$ cat src/rtl/spi_rdid_slave.sv
// SPI flash-side responder for the RDID (0x9F) command, mode 0.
// The SPI pins are oversampled by clk and are never used as clocks.
module spi_rdid_slave #(
    parameter logic [7:0] MANUF_ID    = 8'h20,
    parameter logic [7:0] MEM_TYPE    = 8'h20,
    parameter logic [7:0] MEM_CAP     = 8'h15,
    parameter int         SYNC_STAGES = 2
) (
    input  logic       clk,
    input  logic       reset,
    input  logic       spi_clk,
    input  logic       spi_cs_n,
    input  logic       spi_mosi,
    output logic       spi_miso,
    output logic       spi_miso_oe,
    output logic       cmd_valid,
    output logic [7:0] cmd_byte,
    output logic       rdid_done,
    output logic       bad_cmd,
    output logic       busy
);

    localparam logic [7:0]  RDID_CMD = 8'h9F;
    localparam logic [23:0] JEDEC_ID = {MANUF_ID, MEM_TYPE, MEM_CAP};

    typedef enum logic [1:0] {
        IDLE,
        CMD,
        RESP,
        IGNORE
    } state_t;

    state_t state, state_next;

    logic [SYNC_STAGES-1:0] sclk_sync, cs_sync, mosi_sync;
    logic sclk_s, cs_s, mosi_s;
    logic sclk_d, cs_d;
    logic sclk_rise, sclk_fall, cs_rise;

    logic [6:0]  cmd_shift;
    logic [7:0]  cmd_next;
    logic [2:0]  bit_cnt;
    logic [23:0] id_shift;
    logic [4:0]  resp_cnt;
    logic        first_fall;
    logic        cs_armed;
    logic        cmd_done;
    logic        resp_wrap;

    // Synchronizers reset to the bus idle levels so no false edge follows reset.
    always_ff @(posedge clk or negedge reset) begin
        if (!reset) begin
            sclk_sync <= '0;
            cs_sync   <= '1;
            mosi_sync <= '0;
            sclk_d    <= 1'b0;
            cs_d      <= 1'b1;
        end else begin
            // NOTE: non-blocking assignments let every flop in the chain sample the old value.
            sclk_sync <= {sclk_sync[SYNC_STAGES-2:0], spi_clk};
            cs_sync   <= {cs_sync[SYNC_STAGES-2:0], spi_cs_n};
            mosi_sync <= {mosi_sync[SYNC_STAGES-2:0], spi_mosi};
            sclk_d    <= sclk_s;
            cs_d      <= cs_s;
        end
    end

    assign sclk_s = sclk_sync[SYNC_STAGES-1];
    assign cs_s   = cs_sync[SYNC_STAGES-1];
    assign mosi_s = mosi_sync[SYNC_STAGES-1];

    // SPI clock edges only count while the synced chip select is asserted.
    assign sclk_rise = sclk_s & ~sclk_d & ~cs_s;
    assign sclk_fall = ~sclk_s & sclk_d & ~cs_s;
    assign cs_rise   = cs_s & ~cs_d;

    assign cmd_next  = {cmd_shift, mosi_s};
    assign resp_wrap = (state == RESP) && sclk_rise && (resp_cnt == 5'd23);

    always_ff @(posedge clk or negedge reset) begin
        if (!reset) state <= IDLE;
        else        state <= state_next;
    end

    always_comb begin
        // NOTE: defaults first so no path through this block can infer a latch.
        state_next = state;
        cmd_done   = 1'b0;
        case (state)
            IDLE: begin
                if (cs_armed && !cs_s) state_next = CMD;
            end
            CMD: begin
                if (sclk_rise && (bit_cnt == 3'd7)) begin
                    cmd_done   = 1'b1;
                    state_next = (cmd_next == RDID_CMD) ? RESP : IGNORE;
                end
            end
            RESP, IGNORE: ;
            default: state_next = IDLE;
        endcase
        // Chip-select release aborts everything, including a completing command byte.
        if (cs_rise) begin
            state_next = IDLE;
            cmd_done   = 1'b0;
        end
    end

    always_ff @(posedge clk or negedge reset) begin
        if (!reset) begin
            spi_miso    <= 1'b0;
            spi_miso_oe <= 1'b0;
            cmd_valid   <= 1'b0;
            cmd_byte    <= 8'h00;
            rdid_done   <= 1'b0;
            bad_cmd     <= 1'b0;
            cmd_shift   <= '0;
            bit_cnt     <= '0;
            id_shift    <= '0;
            resp_cnt    <= '0;
            first_fall  <= 1'b0;
            cs_armed    <= 1'b0;
        end else begin
            cmd_valid   <= cmd_done;
            bad_cmd     <= cmd_done && (cmd_next != RDID_CMD);
            rdid_done   <= resp_wrap && !cs_rise;
            spi_miso_oe <= (state_next == RESP);
            // A new transfer needs CS seen high in IDLE before it is seen low.
            cs_armed    <= (state_next == IDLE) && (cs_armed || cs_s);

            if (cmd_done) cmd_byte <= cmd_next;

            if (state_next == IDLE || state_next == IGNORE) begin
                cmd_shift  <= '0;
                bit_cnt    <= '0;
                resp_cnt   <= '0;
                spi_miso   <= 1'b0;
                first_fall <= 1'b0;
            end else if (state == CMD) begin
                if (sclk_rise) begin
                    cmd_shift <= cmd_next[6:0];
                    bit_cnt   <= bit_cnt + 3'd1;
                end
                if (cmd_done) begin
                    id_shift   <= JEDEC_ID;
                    resp_cnt   <= '0;
                    first_fall <= 1'b1;
                end
            end else if (state == RESP) begin
                if (sclk_fall) begin
                    if (first_fall) begin
                        spi_miso   <= id_shift[23];
                        first_fall <= 1'b0;
                    end else begin
                        id_shift <= {id_shift[22:0], 1'b0};
                        spi_miso <= id_shift[22];
                    end
                end
                // Reload on the 24th rise so the next fall restarts the ID with no gap.
                if (sclk_rise) begin
                    if (resp_cnt == 5'd23) begin
                        resp_cnt   <= '0;
                        id_shift   <= JEDEC_ID;
                        first_fall <= 1'b1;
                    end else begin
                        resp_cnt <= resp_cnt + 5'd1;
                    end
                end
            end
        end
    end

    assign busy = (state != IDLE);

endmodule

$ cat config.mk
export PLATFORM = sky130hd
export DESIGN_NAME = spi_rdid_slave
export DESIGN_NICKNAME = d
export VERILOG_FILES = /design/src/rtl/spi_rdid_slave.sv
export SDC_FILE = /design/constraint.sdc
export NUM_CORES = 1
export LEC_CHECK = 0
export ABC_AREA = 1
export BUFFER_PORTS_ARGS = -buffer_cell sky130_fd_sc_hd__buf_4
export CAP_MARGIN = 40
export CORE_MARGIN = 5
export CORE_UTILIZATION = 55
export DETAILED_ROUTE_END_ITERATION = 10
export PLACE_DENSITY = 0.71
export SYNTH_ARGS = -nofsm -noshare
export SYNTH_HDL_FRONTEND = slang
export SYNTH_SLANG_ARGS = --single-unit
export TNS_END_PERCENT = 5
$ cat constraint.sdc
create_clock -name clk -period 2.8 [get_ports clk]
set_clock_uncertainty 0.15 [all_clocks]
set_input_delay 0.14 -clock clk [delete_from_list [all_inputs] [get_ports clk]]
set_output_delay 0.14 -clock clk [all_outputs]
set_load 0.005 [all_outputs]
==> results of run 1 <==
## layer usage
metal	vias to the layer above	track usage (%)	part of all wire (%)
met1	1125	24.0	49
met4	0	6.91	1.7
met2	37	27.1	45
li1	1250	-	-
met5	-	0	0
met3	11	4.95	4.0
## worst max-delay path, cell delays in order (launching register included)
cell and delay [ns]:
dfrtp_1 0.40, ha_1 0.21, ha_1 0.20, nand2_2 0.12
nand2_1 0.08, nand3_1 0.10, nand2_1 0.06, nand2_1 0.09
ha_2 0.33, nand2_1 0.15, inv_1 0.08, nand3_2 0.07
buf_4 0.26, nand2_1 0.09, nand2_1 0.07, inv_1 0.03
## placed cells by master (no fill, tap or decap), types with 2 or more instances in the layout
cell type      Yosys  routed
nand2_1          122     122
inv_1             69      69
dfrtp_1           61      61
nand3_1           48      48
buf_4              4      23
nor2_1            19      18
o21ai_0           15      15
clkbuf_8           0      10
o22ai_1            7       7
ha_1               8       6
a21oi_1            5       5
o21ai_1            4       4
dlygate4sd3_1      0       4
inv_2              3       3
nor2_2             2       3
clkinvlp_4         0       3
dfstp_2            3       3
nand3_2            2       2
nand2_2            2       2
ha_2               0       2
bufinv_16          0       2
## per-stage QoR
stage	power (W)	util [%]	area, um^2	hold slack, ns
2_1_floorplan	0.00189	-	3110	-0.306
3_3_place_gp	0.00206	59.9	3300	0.0989
3_5_place_dp	0.00208	59.9	3300	0.101
4_1_cts	0.00300	64.8	3570	0.206
5_1_grt	0.00321	65.0	3580	0.213
6_report	0.00299	65.0	3580	0.201
## power by group through the flow
| stage | Combinational, W | Sequential [W] | Clock [W] |
|---|---|---|---|
| 3_5_place_dp | 0.000874 | 0.00121 | 0 |
| 2_1_floorplan | 0.000704 | 0.00119 | 0 |
| 3_3_place_gp | 0.000856 | 0.00120 | 0 |
| 4_1_cts | 0.000885 | 0.00120 | 0.000917 |
| 5_1_grt | 0.00103 | 0.00122 | 0.000962 |
| 6_report | 0.000895 | 0.00120 | 0.000896 |
## state kept, by name (all words and copies together), names as in the netlist, 2 cells and up
register / flops
cmd_byte: 8
state: 2
id_shift: 24
sclk_sync: 2
mosi_sync: 2
cmd_shift: 7
resp_cnt: 5
bit_cnt: 3
cs_sync: 2
## logic make-up (layout without fill, tap and decap cells)
| kind of cell | count (synthesis) | in the layout |
|---|---|---|
| compound gates | 33 | 33 |
| xor+xnor | 1 | 1 |
| simple gates | 200 | 200 |
| fa+ha+maj | 8 | 8 |
| flops | 64 | 64 |
| buf+inv | 88 | 116 |
## layout make-up
cell class              instances  area [um^2]
fillers                       458         1930
flip-flops and latches         64         1610
multi-input cells             242         1160
inverters                      72          270
repair buffers                 28          224
clock buffers                  10          138
clock inverters                 6         91.3
well taps                      72         90.1
## worst min path at each step
stage / start / end / slack [ns] / depth (start not counted)
final: sclk_sync[0] / sclk_sync[1] / 0.20 / 0
after global routing: mosi_sync[0] / mosi_sync[1] / 0.21 / 0
after CTS: sclk_sync[0] / sclk_sync[1] / 0.21 / 0
after detailed placement: spi_mosi / mosi_sync[0] / 0.10 / 1
after global placement: spi_cs_n / cs_sync[0] / 0.1 / 1
after floorplan: reset / bad_cmd / -0.31 / 0
## timing repair
action	4_1_cts	5_1_grt
endpoints found under the setup margin	0	25
resized for setup	0	4
hold buffers	4	0
hold endpoints to repair	64	0
==> results.sh, run 1 <==
export IMPL_status="completed"
export IMPL_rr_endpoint="id_shift[22]"
export IMPL_syn_avg_cell_area_um2=7.90
export IMPL_pwr_share_clk_pct=30.0
export IMPL_grtUsageTotal_pct=17.7
export IMPL_synthSimpleGateAreaFrac_pct=27.3
export IMPL_synth_common_cells="nand2_1 (122), inv_1 (69), dfrtp_1 (61), nand3_1 (48), nor2_1 (19)"
export IMPL_clkTransAtPathRegs_ns=0.07
export IMPL_clockRootBuffer="clkbuf_8"
export IMPL_fp_row_count=27
export IMPL_finalCriticalPeriod_ns=2.60
export IMPL_synth_cell_area_um2=3110
export IMPL_fin_ws_ns=0.203
export IMPL_end_kind="flop"
export IMPL_drtIter0Drc=188
export IMPL_tritoncts="done"
export IMPL_syn2layout_area_growth_pct=14.9
export IMPL_startpoint="bit_cnt[0]"
export IMPL_routabilityCongestion=0.770
export IMPL_r2r_start="bit_cnt[0]"
export IMPL_htree_num_levels=3
export IMPL_hold_viol=0
export IMPL_seq_area_frac_synth_pct=51.5
export IMPL_layout_nets=430
export IMPL_synth_cells=394
export IMPL_worst_setup_path_start_kind="flop"
export IMPL_start_util_pct=56.6
export IMPL_cts_sinks=64
export IMPL_drv_cap=0
export IMPL_fmax_mhz=385
export IMPL_die_w_um=85.2
export IMPL_grt_pass1_wl_mm=10.4
export IMPL_p_int_w=0.00194
export IMPL_synth_warnings=0
export IMPL_dpl_hpwl_mm=3.69
export IMPL_p_seq_share_pct=40.0
export IMPL_synth_area_leaders="dfrtp_1 (49%), nand2_1 (15%), inv_1 (8.3%), nand3_1 (7.7%), ha_1 (3.2%)"
export IMPL_slew_viol_final=0
export IMPL_netlist_area_leader_share_pct=49.0
export IMPL_layout_drive_gt1_share_pct=13.7
export IMPL_setup_viol=0
export IMPL_leakagePower_nw=2.01
export IMPL_synth_most_common_cell="nand2_1"
export IMPL_clk_path_buf_depth=2
export IMPL_grt_pass1_vias=2346
export IMPL_synth_top_family_by_area="simple AND/OR/NAND/NOR gates"
export IMPL_power_frac_comb_pct=30.0
export IMPL_r2r_cells=15
export IMPL_die_h_um=85.2
export IMPL_r2r_setup_slack_ns=0.20
export IMPL_num_antenna_cells=0
export IMPL_antenna_found_initial=0
export IMPL_powerDensity_nw_per_um2=835
export IMPL_dp_slack_ns=0.152
export IMPL_die_area_um2=7270
export IMPL_insertion_delay_ns=0.35
export IMPL_cts_setup_buffers=0
export IMPL_p_sw_share_pct=35.0
export IMPL_crit_path_end="id_shift[22]"
export IMPL_drc=0
export IMPL_synth_top_cell_by_area="dfrtp_1"
export IMPL_max_vdd_ir_drop_uv=513
export IMPL_criticalPathCategory="reg2reg"
export IMPL_ys_ff_latch=64
export IMPL_synth_distinct_cells=26
export IMPL_dr_pass1_iters=4
export IMPL_synthMuxAreaShare_pct=0
export IMPL_power_switching_w=0.00105
export IMPL_max_slew_worst_pin_slew_ns=0.768
export IMPL_synth_fp_nets=407
export IMPL_grt_max_degree=65
export IMPL_rsz0062_at_grt="false"
export IMPL_finalCritPeriodShare_pct=92.7
export IMPL_via_count=2423
export IMPL_synth_xor_area_share_pct=0.281
export IMPL_drt_wl_total_mm=5.84
export IMPL_avgRoutedWirePerCell_um=11.8
export IMPL_cts_made_buffers=9
export IMPL_setup_tns_ns=0
export IMPL_hold_class="reg2reg"
export IMPL_place_inst=474
export IMPL_ys_flop_type="dfrtp_1"
export IMPL_ios=19
export IMPL_synth_compound_area_share_pct=6.03
export IMPL_avgViaCountPerCell=4.90
export IMPL_ys_async_sr_fraction_pct=100
export IMPL_ant_nets=0
export IMPL_portBuffers=18
export IMPL_core_area_um2=5510
export IMPL_layoutNonFillerInstCount=494
export IMPL_cp_required_ns=2.89
export IMPL_synth_edff_count=0
export IMPL_grt_ovfl_total=0
export IMPL_cp_arrival_ns=2.68
export IMPL_synth_adder_area_share_pct=3.21
export IMPL_cp_max_fo=23
export IMPL_slew_headroom_pct=48.8
Power figures use the tool's default switching activity.
==> run 2, diff against run 1 <==
--- a/config.mk
+++ b/config.mk
@@ -5,13 +5,12 @@
 export SDC_FILE = /design/constraint.sdc
 export NUM_CORES = 1
 export LEC_CHECK = 0
-export ABC_AREA = 1
 export BUFFER_PORTS_ARGS = -buffer_cell sky130_fd_sc_hd__buf_4
 export CAP_MARGIN = 40
 export CORE_MARGIN = 5
 export CORE_UTILIZATION = 55
 export DETAILED_ROUTE_END_ITERATION = 10
-export PLACE_DENSITY = 0.71
+export PLACE_DENSITY = 0.72
 export SYNTH_ARGS = -nofsm -noshare
 export SYNTH_HDL_FRONTEND = slang
 export SYNTH_SLANG_ARGS = --single-unit
==> run 2 against run 1 <==
  * Worst hold slack improved by 0.0029 ns
  * First-iteration DRC count fell by 28%
  * Fmax fell by 5.7%
  * Global-route usage rose by 0.53 points
  * Critical path type unchanged
  * Largest power group unchanged
==> results.sh, run 2 <==
export IMPL_criticalPathCategory="reg2reg"
export IMPL_cp_max_fo=18
export IMPL_grt_ovfl_total=0
export IMPL_synth_cells=231
export IMPL_syn_avg_cell_area_um2=11.5
export IMPL_grt_pass1_vias=1853
export IMPL_clk_path_buf_depth=2
export IMPL_fp_row_count=25
export IMPL_hold_viol=0
export IMPL_largest_reg_flops=24
export IMPL_avgRoutedWirePerCell_um=14.6
export IMPL_avgViaCountPerCell=5.51
export IMPL_synth_fp_nets=244
export IMPL_synth_cell_area_um2=2650
export IMPL_final_common_cell="dfrtp_1"
export IMPL_tritoncts="done"
export IMPL_dpl_hpwl_mm=3.26
export IMPL_cp_top_family="compound AO/OA/AOI/OAI gates"
export IMPL_path_buf_inv=0
export IMPL_max_slew_worst_pin_slew_ns=0.777
export IMPL_synth_area_leaders="dfrtp_1 (58%), nand2_1 (7.4%), a22o_1 (5.9%), ha_1 (3.8%), o21ai_0 (3.2%)"
export IMPL_portBuffers=18
export IMPL_reg_largest_list="id_shift: 24 flops, cmd_byte: 8 flops, cmd_shift: 7 flops"
export IMPL_via_count=1828
export IMPL_drtIter0Drc=136
export IMPL_rsz0062_at_grt="true"
export IMPL_die_area_um2=6310
export IMPL_routabilityCongestion=0.769
export IMPL_setup_tns_ns=0
export IMPL_seq_area_frac_synth_pct=60.5
export IMPL_finalCritPeriodShare_pct=98.4
export IMPL_ys_async_sr_fraction_pct=100
export IMPL_synth_distinct_cells=43
export IMPL_p_int_w=0.00169
export IMPL_fmax_mhz=363
export IMPL_drv_cap=0
export IMPL_insertion_delay_ns=0.34
export IMPL_postLayoutCoreUtil_pct=68.2
export IMPL_synth_edff_count=0
export IMPL_cp_slowest_cell="dfrtp_1"
export IMPL_netlist_area_leader_share_pct=57.5
export IMPL_leakagePower_nw=1.57
export IMPL_ant_nets=0
export IMPL_fin_area_um2=3200
export IMPL_drc=0
export IMPL_cts_setup_buffers=0
export IMPL_grt_max_degree=65
export IMPL_crit_chain="ha_1, ha_2, nand4bb_1, nor2_1, o22ai_1, o32a_1, ha_2, nor2b_2, and3_2, a22o_1"
export IMPL_synth_warnings=0
export IMPL_grtUsageTotal_pct=18.3
export IMPL_n_fill_cell=360
export IMPL_cts_sinks=64
export IMPL_p_sw_share_pct=29.0
export IMPL_core_area_um2=4690
export IMPL_max_vdd_ir_drop_uv=702
export IMPL_dr_pass1_iters=4
export IMPL_ios=19
export IMPL_num_antenna_cells=0
export IMPL_synth_most_common_cell="dfrtp_1"
export IMPL_grt_pass1_wl_mm=8.85
export IMPL_synth_common_cells="dfrtp_1 (61), nand2_1 (52), a22o_1 (18), o21ai_0 (17), ha_1 (8)"
export IMPL_die_h_um=79.4
export IMPL_hold_class="reg2reg"
export IMPL_power_frac_comb_pct=22.2
export IMPL_cts_made_buffers=9
export IMPL_pwr_share_clk_pct=32.5
export IMPL_powerDensity_nw_per_um2=744
export IMPL_antenna_found_initial=0
export IMPL_whs_ns=0.204
export IMPL_status="completed"
export IMPL_placed_area_um2=2940
export IMPL_htree_num_levels=3
export IMPL_slew_viol_final=0
export IMPL_start_util_pct=56.5
export IMPL_layout_nets=286
export IMPL_top_register="id_shift"
export IMPL_ys_ff_latch=64
export IMPL_finalCriticalPeriod_ns=2.75
export IMPL_path_common_cell="ha_2"
export IMPL_slew_headroom_pct=48.2
export IMPL_clkTransAtPathRegs_ns=0.07
export IMPL_cpPeakStageDelay_ns=0.39
export IMPL_die_w_um=79.4
export IMPL_setup_viol=0
export IMPL_clockRootBuffer="clkbuf_8"
export IMPL_synth_top_cell_by_area="dfrtp_1"
export IMPL_power_switching_w=0.000691
export IMPL_cp_required_ns=2.87
export IMPL_ys_flop_type="dfrtp_1"
export IMPL_p_seq_share_pct=45.3
export IMPL_drt_wl_total_mm=4.84
export IMPL_syn2layout_area_growth_pct=20.6
export IMPL_layout_drive_gt1_share_pct=23.4
export IMPL_final_cell_mix="dfrtp_1 (61), nand2_1 (52), buf_4 (36)"
export IMPL_power_w=0.00238
export IMPL_end_kind="flop"
export IMPL_cp_arrival_ns=2.83
export IMPL_worst_setup_path_start_kind="flop"
## run 2: power by group through the flow
stage                     logic [W]  registers (W)  clock network [W]
final                      0.000527        0.00108           0.000774
after global routing       0.000601        0.00109           0.000848
after CTS                  0.000510        0.00108           0.000799
after detailed placement   0.000501        0.00109                  0
after global placement     0.000483        0.00109                  0
after floorplan            0.000334        0.00108                  0
## run 2: path summary, 6_finish.rpt
| path | start | end | slack, ns | depth (start not counted) |
|---|---|---|---|---|
| max in group asynchronous | reset | resp_cnt[0] | 1.71 | 2 |
| setup / recovery | bit_cnt[0] | id_shift[22] | 0.05 | 10 |
| setup reg to reg | bit_cnt[0] | id_shift[22] | 0.05 | 10 |
| hold / removal | sclk_sync[0] | sclk_sync[1] | 0.20 | 0 |
| min in group asynchronous | reset | id_shift[5] | 0.27 | 2 |
| hold reg to reg | sclk_sync[0] | sclk_sync[1] | 0.20 | 0 |
## run 2: per-layer routing
layer / up-vias / wire length, um / part of all wire [%] / GRT usage [%]
li1: 908 / - / - / -
met1: 881 / 2370 / 49 / 24.9
met2: 30 / 2160 / 45 / 26.7
met3: 9 / 201 / 4.2 / 4.40
met4: 0 / 106 / 2.2 / 10.3
met5: - / 0 / 0 / 0
## run 2: area by class of cell
class                           instances  area, um^2  area share [%]
Multi-Input combinational cell        153         997            31.2
Clock inverter                          5        56.3            1.76
Timing Repair Buffer                   40         310            9.70
Tap cell                               54        67.6            2.11
Inverter                                5        20.0           0.626
Sequential cell                        64        1610            50.2
Clock buffer                           11         141            4.42
## run 2: cells by family after synthesis
logic type      Yosys count  synth area share (%)
compound gates           59                  15.9
xor+xnor                  1                 0.330
fa+ha+maj                 8                  3.77
buf+inv                  14                  2.69
flops                    64                  60.5
mux                       3                  1.23
simple gates             82                  15.5
## run 2: per-stage QoR
step           worst slack [ns]  cells
4_1_cts                  0.0399    332
3_3_place_gp             -0.126    311
2_1_floorplan            0.0164    231
6_report                 0.0456    332
3_5_place_dp            -0.0430    312
5_1_grt                 -0.0836    332
## run 2: repair_timing
item                       CTS  global route
setup endpoints to repair   23            28
hold buffers                 4             0
hold endpoints to repair    64             0
resized for setup            3             3
